[src/rtl/sap_prog_loader.sv]
// SAP-1 program loader: streams header/data/checksum into the 16x8 RAM while holding
// the CPU in reset, then arbitrates the RAM write port back to the CPU.
module sap_prog_loader #(
  parameter int ADDR_W         = 4,
  parameter int DATA_W         = 8,
  parameter int RELEASE_CYCLES = 2
) (
  input  logic              clk,
  input  logic              reset,
  input  logic              load_start,
  input  logic              in_valid,
  input  logic [DATA_W-1:0] in_data,
  output logic              in_ready,
  input  logic [ADDR_W-1:0] cpu_ram_addr,
  input  logic              cpu_ram_we,
  input  logic [DATA_W-1:0] cpu_ram_wdata,
  output logic [ADDR_W-1:0] ram_addr,
  output logic              ram_we,
  output logic [DATA_W-1:0] ram_wdata,
  output logic              cpu_hold,
  output logic              busy,
  output logic              done,
  output logic              err
);

  typedef enum logic [2:0] {
    S_IDLE = 3'd0,
    S_HDR  = 3'd1,
    S_DATA = 3'd2,
    S_CHK  = 3'd3,
    S_REL  = 3'd4,
    S_ERR  = 3'd5
  } state_t;

  localparam logic [ADDR_W-1:0] WPTR_ONE = ADDR_W'(1);
  localparam logic [ADDR_W:0]   REM_ONE  = (ADDR_W+1)'(1);
  localparam logic [3:0]        REL_LAST = 4'(RELEASE_CYCLES - 1);

  state_t            r_state;
  logic [ADDR_W-1:0] r_wptr;
  logic [ADDR_W:0]   r_remaining;
  logic [DATA_W-1:0] r_chk;
  logic [3:0]        r_rel_cnt;
  logic              r_in_ready;
  logic              r_cpu_hold;
  logic              r_busy;
  logic              r_done;
  logic              r_err;
  logic              w_accept;

  assign w_accept = in_valid & r_in_ready;

  assign in_ready = r_in_ready;
  assign cpu_hold = r_cpu_hold;
  assign busy     = r_busy;
  assign done     = r_done;
  assign err      = r_err;

  // Download FSM; status outputs are registered alongside each state transition.
  always_ff @(posedge clk) begin
    if (reset) begin
      r_state     <= S_IDLE;
      r_wptr      <= '0;
      r_remaining <= '0;
      r_chk       <= '0;
      r_rel_cnt   <= 4'd0;
      r_in_ready  <= 1'b0;
      r_cpu_hold  <= 1'b0;
      r_busy      <= 1'b0;
      r_done      <= 1'b0;
      r_err       <= 1'b0;
    end else begin
      case (r_state)
        S_IDLE: begin
          if (load_start) begin
            r_state    <= S_HDR;
            r_in_ready <= 1'b1;
            r_cpu_hold <= 1'b1;
            r_busy     <= 1'b1;
            r_done     <= 1'b0;
            r_err      <= 1'b0;
          end
        end
        S_HDR: begin
          if (w_accept) begin
            r_wptr      <= in_data[ADDR_W-1:0];
            r_remaining <= {1'b0, in_data[DATA_W-1 -: ADDR_W]} + REM_ONE;
            r_chk       <= '0;
            r_state     <= S_DATA;
          end
        end
        S_DATA: begin
          if (w_accept) begin
            r_wptr      <= r_wptr + WPTR_ONE;
            r_chk       <= r_chk ^ in_data;
            r_remaining <= r_remaining - REM_ONE;
            if (r_remaining == REM_ONE) begin
              r_state <= S_CHK;
            end
          end
        end
        S_CHK: begin
          if (w_accept) begin
            r_in_ready <= 1'b0;
            if (in_data == r_chk) begin
              r_state   <= S_REL;
              r_rel_cnt <= 4'd0;
            end else begin
              // CPU stays held so a corrupt image never runs.
              r_state <= S_ERR;
              r_busy  <= 1'b0;
              r_err   <= 1'b1;
            end
          end
        end
        S_REL: begin
          if (r_rel_cnt == REL_LAST) begin
            r_state    <= S_IDLE;
            r_cpu_hold <= 1'b0;
            r_busy     <= 1'b0;
            r_done     <= 1'b1;
          end else begin
            r_rel_cnt <= r_rel_cnt + 4'd1;
          end
        end
        S_ERR: begin
          if (load_start) begin
            r_state    <= S_HDR;
            r_in_ready <= 1'b1;
            r_busy     <= 1'b1;
            r_err      <= 1'b0;
          end
        end
        default: begin
          r_state    <= S_IDLE;
          r_in_ready <= 1'b0;
          r_cpu_hold <= 1'b0;
          r_busy     <= 1'b0;
        end
      endcase
    end
  end

  // RAM write-port mux: loader owns the port whenever the CPU is held.
  always_comb begin
    ram_addr  = cpu_ram_addr;
    ram_we    = cpu_ram_we;
    ram_wdata = cpu_ram_wdata;
    if (r_cpu_hold) begin
      ram_addr  = r_wptr;
      ram_wdata = in_data;
      ram_we    = w_accept & (r_state == S_DATA);
    end else begin
      ram_addr  = cpu_ram_addr;
      ram_we    = cpu_ram_we;
      ram_wdata = cpu_ram_wdata;
    end
  end

endmodule

[config.mk]
export PLATFORM = sky130hd
export DESIGN_NAME = sap_prog_loader
export DESIGN_NICKNAME = d
export VERILOG_FILES = /design/src/rtl/sap_prog_loader.sv
export SDC_FILE = /design/constraint.sdc
export NUM_CORES = 1
export LEC_CHECK = 0
export CORE_ASPECT_RATIO = 1.1
export CORE_MARGIN = 2
export CORE_UTILIZATION = 40
export CTS_BUF_LIST = sky130_fd_sc_hd__clkbuf_8
export DETAILED_ROUTE_END_ITERATION = 6
export HOLD_SLACK_MARGIN = 0.08
export PLACE_DENSITY = 0.65
export SETUP_SLACK_MARGIN = 0.2
export SYNTH_ARGS = -nofsm -noshare
export SYNTH_HDL_FRONTEND = slang
export SYNTH_SLANG_ARGS = --single-unit
[constraint.sdc]
create_clock -name clk -period 3.4 [get_ports clk]
set_input_delay 0.85 -clock clk [delete_from_list [all_inputs] [get_ports clk]]
set_output_delay 0.85 -clock clk [all_outputs]
set_load 0.005 [all_outputs]
==> impl_summary.txt, run 1 <==
----------------------------------------------------
[Floorplan]
  Die footprint ... slightly above 5000 µm²
  Vertical extent of the die ... 75.4 µm
  Initial Util ... 0.423
  Die boundary width ... roughly 69 µm
  Total core area ... 4380 µm²
  Number of rows in the core area ... 25
  Number of primary I/O pins ... between 40 and 50

[Hold path]
  Path type of the worst min-delay path ... flip-flop to flip-flop
  Start point of the worst hold path ... r_chk[5]$_SDFFE_PP0P_
  Cell depth of the worst hold path ... 2
  Hold path endpoint ... r_chk[5]$_SDFFE_PP0P_

[Logic synthesis]
  Seq/Total Area, Yosys ... 0.313
  Cell type contributing the most total cell area after synthesis ... sky130_fd_sc_hd__dfxtp_1
  Number of enable-type register cells in the synthesized netlist ... 0
  Async set or reset register ratio after synthesis ... 0
  Instance count of the mapped netlist ... 229
  Per-instance average area after synthesis ... between 8 and 9 µm²
  Number of storage elements in the synthesis netlist ... 29
  Dominant cells by area after synthesis ... sky130_fd_sc_hd__dfxtp_1, sky130_fd_sc_hd__mux2_2, sky130_fd_sc_hd__a21oi_1, sky130_fd_sc_hd__o21ai_0, sky130_fd_sc_hd__xnor2_1
  Top cell type's share of synthesized area ... 0.313
  Main synth FF type ... sky130_fd_sc_hd__dfxtp_1
  Distinct cell type count after synthesis ... 47
  Area of the mapped netlist ... roughly 1900 µm²
  Synthesis Warnings ... 0
  Nets in the synthesized netlist ... between 200 and 300

[GRT]
  Initial antenna violation count ... 0
  Via count of the first global-routing pass ... 1,622
  Largest net degree at the start of global routing ... 20
  First-pass GRT wire length ... about 7.3 mm
  Global-route usage over all layers ... 0.186
  GRT overflow ... 0

[Route]
  Overall via count from detail_route ... around 1,800
  DRT iter0 DRCs ... 155
  Number of remaining DRC errors ... 0
  Via density per instance ... roughly 5.4
  Routed Wire Length ... 4.37 mm
  Count of antenna-violating nets left after detailed routing ... 0
  Average wire per cell in the routed design ... between 10 and 15 µm
  First drt pass iteration count ... 4

[Timing]
  Setup-failing EPs final ... 0
  Share of the clock period used by the worst path after layout ... 0.914
  Max frequency ... 322 MHz
  Slew at the pin with the worst max-slew slack ... between 600 and 700 ps
  Count of final hold-check violations ... 0
  RSZ-0062 raised after global routing ... false
  Final worst clock skew ... 2.54 ps
  Slew Viols, Final ... 0
  Relative slew slack ... 0.574
  Final total negative setup slack ... 0 ps
  Clock period minus worst slack ... slightly above 3000 ps

[Power]
  Clock network power share ... 0.216
  PnR Total Power ... roughly 0.0012 W
  Net switching power of the design ... 0.000448 W
  Fraction of power spent switching nets ... 0.359
  Leakage power ... between 0.8 and 0.9 nW
  Worst IR Drop VDD ... roughly 0.21 mV
  Internal power ... ~0.00080 W
  Share of total power in sequential cells ... 0.372
  Combinational power share ... 0.412
  Cell area power density ... about 520 nW/µm²

[Clocking]
  CTS Sinks ... 29
  Clk Latency, worst-skew pair ... roughly 280 ps
  # resized after CTS ... 0
  Clock buffer count from CTS ... 5
  CTS Hold Buffers Added ... 0
  Number of buffers on the longest clock path ... 2
  Clock input transition at the sequential cells of the worst setup and hold paths ... roughly 60 ps
  Clock root buffer ... sky130_fd_sc_hd__clkbuf_8
  Post-CTS setup-driven buffer insertion count ... 0
  Level count of the clock H-tree ... 2
  CTS tree ... yes

[Worst setup path]
  Critical path startpoint category ... primary input
  CP arrival ... around 2300 ps
  R2r setup slk ... about 1300 ps
  Type of the setup path with the least slack ... primary input to primary output
  Maximum fanout encountered on the critical timing path ... 4
  Worst flop-to-flop path startpoint ... r_state[2]$_SDFFE_PP0P_
  Worst path required time ... 2550 ps
  Reg-to-Reg End ... r_state[0]$_SDFFE_PP0P_
  Cells on worst reg2reg path ... 6
  Worst setup EP type ... primary output

[Place]
  RD Place Congestion ... ~0.74
  Placed Instance Area ... 2330 µm²
  Count of port buffers added during placement ... 42
  Detailed placer's ending HPWL ... about 3.2 mm

[Final layout]
  Diode count ... 0
  Share of final-layout standard cells stronger than drive strength 1 ... 0.125
  Synth-to-Final Area Change ... 30.2%
  Non-Filler Cell Area, Final ... 2410 µm²
  FILL cells ... ~430
  Layout Nets ... roughly 300

[Outcome]
  Result of the run ... complete, no violations

[Run]
  Number of max-capacitance violations reported ... 0

----------------------------------------------------
==> critical path, stage by stage <==
cell and delay [ps]:
sky130_fd_sc_hd__clkdlybuf4s50_1 480, sky130_fd_sc_hd__nand2_1 140, sky130_fd_sc_hd__nor2_2 140, sky130_fd_sc_hd__mux2_2 150, sky130_fd_sc_hd__clkdlybuf4s50_1 490
==> placed cells by master (no fill, tap or decap), types with 3 or more instances in the layout <==
master,count
sky130_fd_sc_hd__clkdlybuf4s50_1,42
sky130_fd_sc_hd__dfxtp_1,29
sky130_fd_sc_hd__a21oi_1,24
sky130_fd_sc_hd__nand2_1,19
sky130_fd_sc_hd__o21ai_0,18
sky130_fd_sc_hd__nor2_1,15
sky130_fd_sc_hd__mux2_2,13
sky130_fd_sc_hd__inv_1,10
sky130_fd_sc_hd__nand3b_1,10
sky130_fd_sc_hd__xnor2_1,9
sky130_fd_sc_hd__buf_4,7
sky130_fd_sc_hd__nand3_1,6
sky130_fd_sc_hd__ha_1,6
sky130_fd_sc_hd__o21ai_1,5
sky130_fd_sc_hd__nand2b_1,5
sky130_fd_sc_hd__a211oi_1,5
sky130_fd_sc_hd__clkbuf_8,5
sky130_fd_sc_hd__nor3_1,4
sky130_fd_sc_hd__nand4_1,3
sky130_fd_sc_hd__a31oi_1,3
sky130_fd_sc_hd__xor2_1,3
sky130_fd_sc_hd__o22ai_1,3
==> stage by stage <==
stage	std cells	hold slack, ps	setup slack [ps]	utilization
finish	327	477	293	0.551
global route	327	499	210	0.551
CTS	327	479	264	0.551
detailed placement	319	471	272	0.532
global placement	319	459	299	0.532
floorplan	229	452	1060	-
==> power by group through the flow <==
stage          clock [W]  combinational (W)  sequential [W]
3_5_place_dp           0           0.000510        0.000472
3_3_place_gp           0           0.000509        0.000474
4_1_cts         0.000277           0.000514        0.000465
5_1_grt         0.000291           0.000579        0.000475
2_1_floorplan          0           0.000371        0.000424
6_report        0.000270           0.000513        0.000464
==> cells in the mapped netlist (2+ instances only) <==
cell                       number
sky130_fd_sc_hd__a211oi_1       5
sky130_fd_sc_hd__a21oi_1       24
sky130_fd_sc_hd__a311oi_1       2
sky130_fd_sc_hd__a31oi_1        3
sky130_fd_sc_hd__buf_2          3
sky130_fd_sc_hd__clkbuf_1       8
sky130_fd_sc_hd__dfxtp_1       29
sky130_fd_sc_hd__ha_1           6
sky130_fd_sc_hd__inv_1          7
sky130_fd_sc_hd__mux2_2        13
sky130_fd_sc_hd__nand2_1       19
sky130_fd_sc_hd__nand2b_1       5
sky130_fd_sc_hd__nand3_1        6
sky130_fd_sc_hd__nand3b_1      10
sky130_fd_sc_hd__nand4_1        3
sky130_fd_sc_hd__nor2_1        16
sky130_fd_sc_hd__nor2b_1        2
sky130_fd_sc_hd__nor3_1         4
sky130_fd_sc_hd__o21ai_0       18
sky130_fd_sc_hd__o21ai_1        5
sky130_fd_sc_hd__o22ai_1        3
sky130_fd_sc_hd__o31a_1         2
sky130_fd_sc_hd__or3b_1         2
sky130_fd_sc_hd__xnor2_1        9
sky130_fd_sc_hd__xor2_1         3
==> logic make-up after synthesis <==
logic type,Yosys count,synth area share
AOI/OAI and AO/OA,70,0.223
xor gates and xnor gates,12,0.0567
adders and majority gates,6,0.0405
buffers and inverters,20,0.0486
DFF,29,0.313
muxes,13,0.0789
and+or+nand+nor,79,0.239
==> routing by layer <==
| layer | global-route usage | wire, µm | vias up | share of wire |
|---|---|---|---|---|
| li1 | - | - | 913 | - |
| met1 | 0.245 | 2050 | 815 | 0.47 |
| met2 | 0.300 | 2080 | 44 | 0.48 |
| met3 | 0.0502 | 224 | 2 | 0.051 |
| met4 | 0.0523 | 22 | 0 | 0.0050 |
| met5 | 0 | 0 | - | 0 |
==> registers in the layout, indices dropped and copies added, names as in the netlist <==
name and flops:
r_wptr 4, r_chk 8, r_state 3, in_ready 1, err 1, r_rel_cnt 4, busy 1, cpu_hold 1
r_remaining 5, done 1
==> how the worst max path moves through the flow <==
stage | from | endpoint | slack (ps) | depth (start not counted)
global route | in_valid | ram_we | 210 | 5
global placement | in_valid | ram_we | 300 | 5
detailed placement | in_valid | ram_we | 270 | 5
CTS | in_valid | ram_we | 260 | 5
finish | in_valid | ram_we | 290 | 5
floorplan | in_valid | ram_we | 1060 | 3
==> cell type report <==
class / count / area [µm²] / area share
Clock buffer: 5 / 68.8 / 0.0285
Clock inverter: 3 / 11.3 / 0.00467
Inverter: 7 / 26.3 / 0.0109
Multi-Input combinational cell: 180 / 1190 / 0.491
Sequential cell: 29 / 581 / 0.241
Tap cell: 54 / 67.6 / 0.0280
Timing Repair Buffer: 49 / 473 / 0.196
Power figures use the tool's default switching activity.
==> run 2: changes to the inputs <==
==> constraint.sdc (replaced) <==
create_clock -name clk -period 3.7 [get_ports clk]
set_input_delay 0.37 -clock clk [delete_from_list [all_inputs] [get_ports clk]]
set_output_delay 0.37 -clock clk [all_outputs]
set_load 0.005 [all_outputs]
==> impl_summary.txt, run 2 (synthesized netlist as in run 1, its figures left out) <==
----------------------------------------------------
[Floorplan]
  Initial Util ... 0.423
  Die footprint ... about 5200 µm²
  Number of primary I/O pins ... between 40 and 50
  Number of rows in the core area ... 25
  Total core area ... between 4000 and 5000 µm²
  Die boundary width ... about 69 µm
  Vertical extent of the die ... ~75 µm

[Final layout]
  Top Registers ... r_chk: 8 flops, r_remaining: 5 flops
  Diode count ... 0
  Commonest cells after routing, fill and taps aside ... sky130_fd_sc_hd__clkdlybuf4s50_1, sky130_fd_sc_hd__dfxtp_1, sky130_fd_sc_hd__a21oi_1
  Layout Nets ... between 200 and 300
  Non-Filler Cell Area, Final ... approximately 2400 µm²
  Share of final-layout standard cells stronger than drive strength 1 ... 0.108
  Post-route core utilization ... 0.544
  Register with the highest flop count ... r_chk
  Synth-to-Final Area Change ... 28.4%
  Number of flip-flops under the largest register name ... 8
  FILL cells ... ~440
  Most frequent standard cell in the layout excluding fill and tap cells ... sky130_fd_sc_hd__clkdlybuf4s50_1

[Timing]
  Slew at the pin with the worst max-slew slack ... approximately 640 ps
  Final total negative setup slack ... 0 ps
  Slew Viols, Final ... 0
  Clock period minus worst slack ... between 2000 and 3000 ps
  Count of final hold-check violations ... 0
  Share of the clock period used by the worst path after layout ... 0.777
  Min setup slack post-route ... between 800 and 900 ps
  Max frequency ... between 300 and 400 MHz
  RSZ-0062 raised after global routing ... false
  Final worst clock skew ... between 3 and 4 ps
  Setup-failing EPs final ... 0
  Relative slew slack ... 0.570

[Place]
  Detailed placer's ending HPWL ... approximately 3.3 mm
  Count of port buffers added during placement ... 42
  Worst slack after detailed placement ... approximately 1100 ps
  RD Place Congestion ... around 0.83
  Placed Instance Area ... roughly 2300 µm²

[Power]
  Fraction of power spent switching nets ... 0.359
  Clock network power share ... 0.214
  Combinational power share ... 0.411
  Cell area power density ... ~480 nW/µm²
  PnR Total Power ... between 0.001 and 0.0015 W
  Share of total power in sequential cells ... 0.376
  Leakage power ... ~0.82 nW
  Worst IR Drop VDD ... ~0.21 mV
  Internal power ... 0.000726 W
  Net switching power of the design ... about 0.00041 W

[Route]
  Routed Wire Length ... between 4 and 5 mm
  First drt pass iteration count ... 4
  Overall via count from detail_route ... around 1,800
  DRT iter0 DRCs ... about 120
  Via density per instance ... between 5 and 6
  Count of antenna-violating nets left after detailed routing ... 0
  Number of remaining DRC errors ... 0
  Average wire per cell in the routed design ... ~14 µm

[Worst setup path]
  Type of the setup path with the least slack ... flip-flop to primary output
  Critical path startpoint category ... flip-flop
  Crit. path cell count ... 5
  Crit path cell chain ... or3b_1 > nor2_1 > buf_4 > mux2_2 > clkdlybuf4s50_1
  Crit path from ... r_state[2]$_SDFFE_PP0P_
  Worst flop-to-flop path startpoint ... r_state[2]$_SDFFE_PP0P_
  Reg-to-Reg End ... r_state[0]$_SDFFE_PP0P_
  Worst path required time ... between 3000 and 4000 ps
  Timing endpoint of the critical path ... ram_we
  Crit path largest cell delay ... roughly 700 ps
  Gate family responsible for the most delay along the worst path ... flip-flops
  Cells on worst reg2reg path ... 5
  Cell with the biggest individual delay on the critical path ... sky130_fd_sc_hd__dfxtp_1
  R2r setup slk ... 1460 ps
  Critical path buffer and inverter count ... 2
  Maximum fanout encountered on the critical timing path ... 17
  CP arrival ... 2510 ps
  Worst setup EP type ... primary output

[GRT]
  Via count of the first global-routing pass ... between 1,500 and 2,000
  Initial antenna violation count ... 0
  First-pass GRT wire length ... between 7 and 8 mm
  GRT overflow ... 0
  Largest net degree at the start of global routing ... 31
  Global-route usage over all layers ... 0.191

[Clocking]
  Clock input transition at the sequential cells of the worst setup and hold paths ... about 60 ps
  Post-CTS setup-driven buffer insertion count ... 0
  CTS Hold Buffers Added ... 0
  Clk Latency, worst-skew pair ... about 280 ps
  Clock root buffer ... sky130_fd_sc_hd__clkbuf_8
  Clock buffer count from CTS ... 5
  Level count of the clock H-tree ... 2
  # resized after CTS ... 0
  CTS Sinks ... 29
  CTS tree ... yes
  Number of buffers on the longest clock path ... 2

[Hold path]
  Path type of the worst min-delay path ... flip-flop to flip-flop

[Outcome]
  Result of the run ... complete, no violations

[Run]
  Number of max-capacitance violations reported ... 0

----------------------------------------------------
-- run 2: worst min path at each step --
| stage | startpoint | end | slack, ps | cells after the start |
|---|---|---|---|---|
| 2_1_floorplan | r_chk[0]$_SDFFE_PP0P_ | r_chk[0]$_SDFFE_PP0P_ | 450 | 2 |
| 3_3_place_gp | busy$_SDFFE_PP0P_ | busy$_SDFFE_PP0P_ | 460 | 2 |
| 3_5_place_dp | r_chk[5]$_SDFFE_PP0P_ | r_chk[5]$_SDFFE_PP0P_ | 470 | 2 |
| 4_1_cts | r_chk[4]$_SDFFE_PP0P_ | r_chk[4]$_SDFFE_PP0P_ | 480 | 2 |
| 5_1_grt | busy$_SDFFE_PP0P_ | busy$_SDFFE_PP0P_ | 500 | 2 |
| 6_report | r_chk[1]$_SDFFE_PP0P_ | r_chk[1]$_SDFFE_PP0P_ | 480 | 2 |
-- run 2: power groups by stage --
stage	clock network, W	logic (W)	registers [W]
floorplan	0	0.000341	0.000389
global placement	0	0.000462	0.000431
detailed placement	0	0.000466	0.000432
CTS	0.000252	0.000469	0.000425
global route	0.000262	0.000522	0.000436
finish	0.000242	0.000466	0.000426
-- run 2: area by class of cell --
type                       count  area, µm²  share of cell area
multi-input combinational    180       1180               0.497
timing repair buffer          45        443               0.186
clock buffer                   5       68.8              0.0289
inverter                       7       26.3              0.0110
sequential                    29        581               0.244
clock inverter                 3       11.3             0.00473
tap                           54       67.6              0.0284
-- run 2: layer usage --
metal,vias up,share of wire,GRT usage,routed length [µm]
met2,55,0.47,0.327,2140
met5,-,0,0,0
li1,907,-,-,-
met4,0,0.012,0.0545,56
met1,818,0.46,0.229,2080
met3,6,0.054,0.0606,246
-- run 2: tightest hold or removal path, stage by stage, from the launching register on --
cell                      delay [ps]
sky130_fd_sc_hd__dfxtp_1         320
sky130_fd_sc_hd__nand2_1          60
sky130_fd_sc_hd__a21oi_1          50
-- run 2: per-stage QoR --
stage | instances | hold slack, ps
floorplan | 229 | 452
global placement | 315 | 459
detailed placement | 315 | 471
CTS | 323 | 481
global route | 323 | 497
finish | 323 | 479
==> run 3: changes to the inputs <==
Settings changed: PLACE_DENSITY 0.65 to 0.68.
Clock period 3.7 ns to 2.3 ns, I/O delays scaled along.
==> impl_summary.txt, run 3 (synthesized netlist as in run 1, its figures left out) <==
----------------------------------------------------
[GRT]
  Global-route usage over all layers ... 0.186
  Initial antenna violation count ... 0
  First-pass GRT wire length ... between 7 and 8 mm
  GRT overflow ... 0
  Largest net degree at the start of global routing ... 30
  Via count of the first global-routing pass ... roughly 1,600

[Timing]
  Count of final hold-check violations ... 0
  Final total negative setup slack ... 0 ps
  Setup-failing EPs final ... 0
  Clock period minus worst slack ... approximately 1900 ps
  Slew at the pin with the worst max-slew slack ... 330 ps
  Max frequency ... around 500 MHz
  Slew Viols, Final ... 0
  Relative slew slack ... 0.779
  Min setup slack post-route ... ~350 ps
  Share of the clock period used by the worst path after layout ... 0.847
  Final worst clock skew ... approximately 2.8 ps
  RSZ-0062 raised after global routing ... false

[Power]
  Leakage power ... just under 0.9 nW
  Worst IR Drop VDD ... ~0.35 mV
  Cell area power density ... ~770 nW/µm²
  PnR Total Power ... 0.00190 W

[Clocking]
  Clock input transition at the sequential cells of the worst setup and hold paths ... 60 ps
  CTS Hold Buffers Added ... 0
  Clock root buffer ... sky130_fd_sc_hd__clkbuf_8
  CTS tree ... yes
  CTS Sinks ... 29
  Clock buffer count from CTS ... 5
  Number of buffers on the longest clock path ... 2
  Clk Latency, worst-skew pair ... 280 ps
  Level count of the clock H-tree ... 2

[Floorplan]
  Die footprint ... between 5000 and 6000 µm²
  Total core area ... about 4400 µm²
  Vertical extent of the die ... 75.4 µm
  Number of primary I/O pins ... between 40 and 50
  Die boundary width ... around 69 µm
  Number of rows in the core area ... 25
  Initial Util ... 0.423

[Place]
  Count of port buffers added during placement ... 42
  Worst slack after detailed placement ... ~350 ps
  Detailed placer's ending HPWL ... between 3 and 4 mm
  RD Place Congestion ... ~0.76
  # placed instances ... approximately 320

[Route]
  First drt pass iteration count ... 4
  Overall via count from detail_route ... between 1,500 and 2,000
  DRT iter0 DRCs ... about 110
  Number of remaining DRC errors ... 0
  Count of antenna-violating nets left after detailed routing ... 0
  Routed Wire Length ... between 4 and 5 mm
  Average wire per cell in the routed design ... roughly 14 µm
  Via density per instance ... between 5 and 6

[Final layout]
  Commonest cells after routing, fill and taps aside ... sky130_fd_sc_hd__clkdlybuf4s50_1, sky130_fd_sc_hd__dfxtp_1, sky130_fd_sc_hd__a21oi_1
  Share of final-layout standard cells stronger than drive strength 1 ... 0.151
  Number of flip-flops under the largest register name ... 8
  Post-route core utilization ... 0.563
  Layout Cells excl Fill ... around 330
  Synth-to-Final Area Change ... 32.9%
  Layout Nets ... around 300
  Diode count ... 0
  Most frequent standard cell in the layout excluding fill and tap cells ... sky130_fd_sc_hd__clkdlybuf4s50_1
  Register with the highest flop count ... r_chk
  Top Registers ... r_chk: 8 flops, r_remaining: 5 flops

[Worst setup path]
  Type of the setup path with the least slack ... flip-flop to flip-flop
  Worst setup EP type ... flip-flop
  CP arrival ... between 2000 and 2500 ps
  Worst path required time ... between 2000 and 3000 ps
  Critical path startpoint category ... flip-flop
  Maximum fanout encountered on the critical timing path ... 7

[Outcome]
  Result of the run ... complete, no violations

[Hold path]
  Path type of the worst min-delay path ... flip-flop to flip-flop

[Run]
  Number of max-capacitance violations reported ... 0

----------------------------------------------------
run 3: worst max-delay path, cell delays in order, from the launching register on:
cell and delay [ps]:
sky130_fd_sc_hd__dfxtp_1 400, sky130_fd_sc_hd__ha_1 170, sky130_fd_sc_hd__nor3b_2 230, sky130_fd_sc_hd__nor2_2 120, sky130_fd_sc_hd__or4_4 570, sky130_fd_sc_hd__o31a_1 250
sky130_fd_sc_hd__a21oi_1 140
run 3: final timing paths:
kind / start / end / slack [ps] / depth (start not counted)
setup / recovery: r_rel_cnt[0]$_SDFFE_PP0P_ / r_state[0]$_SDFFE_PP0P_ / 350 / 6
hold / removal: r_chk[6]$_SDFFE_PP0P_ / r_chk[6]$_SDFFE_PP0P_ / 470 / 2
setup reg to reg: r_rel_cnt[0]$_SDFFE_PP0P_ / r_state[0]$_SDFFE_PP0P_ / 350 / 6
hold reg to reg: r_chk[6]$_SDFFE_PP0P_ / r_chk[6]$_SDFFE_PP0P_ / 470 / 2
run 3: power by group:
group	total (W)	leakage, nW	switching (W)	internal, W
clock network	0.000395	0.0519	0.000194	0.000201
registers	0.000632	0.236	0.0000651	0.000567
logic	0.000872	0.597	0.000416	0.000455
total	0.00190	0.885	0.000675	0.00122
run 3: through the flow:
step	hold slack, ps	cell area (µm²)
after global placement	458	2370
after CTS	477	2460
final	475	2460
after detailed placement	469	2370
after global routing	498	2460
after floorplan	393	1850
run 3: cell type report:
cell class | count | area (µm²)
Clock inverter | 3 | 11.3
Clock buffer | 5 | 68.8
Sequential cell | 29 | 582
Inverter | 7 | 26.3
Multi-Input combinational cell | 180 | 1190
Timing Repair Buffer | 55 | 520
Fill cell | 445 | 1910
Tap cell | 54 | 67.6
run 3: repair_timing:
item,in CTS,in global routing
gates resized for setup,1,3
setup buffers,1,0
hold endpoints to repair,0,0
pin swaps,1,0
endpoints found under the setup margin,1,1
run 3: metal layers:
| metal | vias up | part of all wire | track usage |
|---|---|---|---|
| li1 | 921 | - | - |
| met1 | 826 | 0.46 | 0.240 |
| met2 | 59 | 0.47 | 0.301 |
| met3 | 7 | 0.060 | 0.0443 |
| met4 | 0 | 0.013 | 0.0719 |
| met5 | - | 0 | 0 |
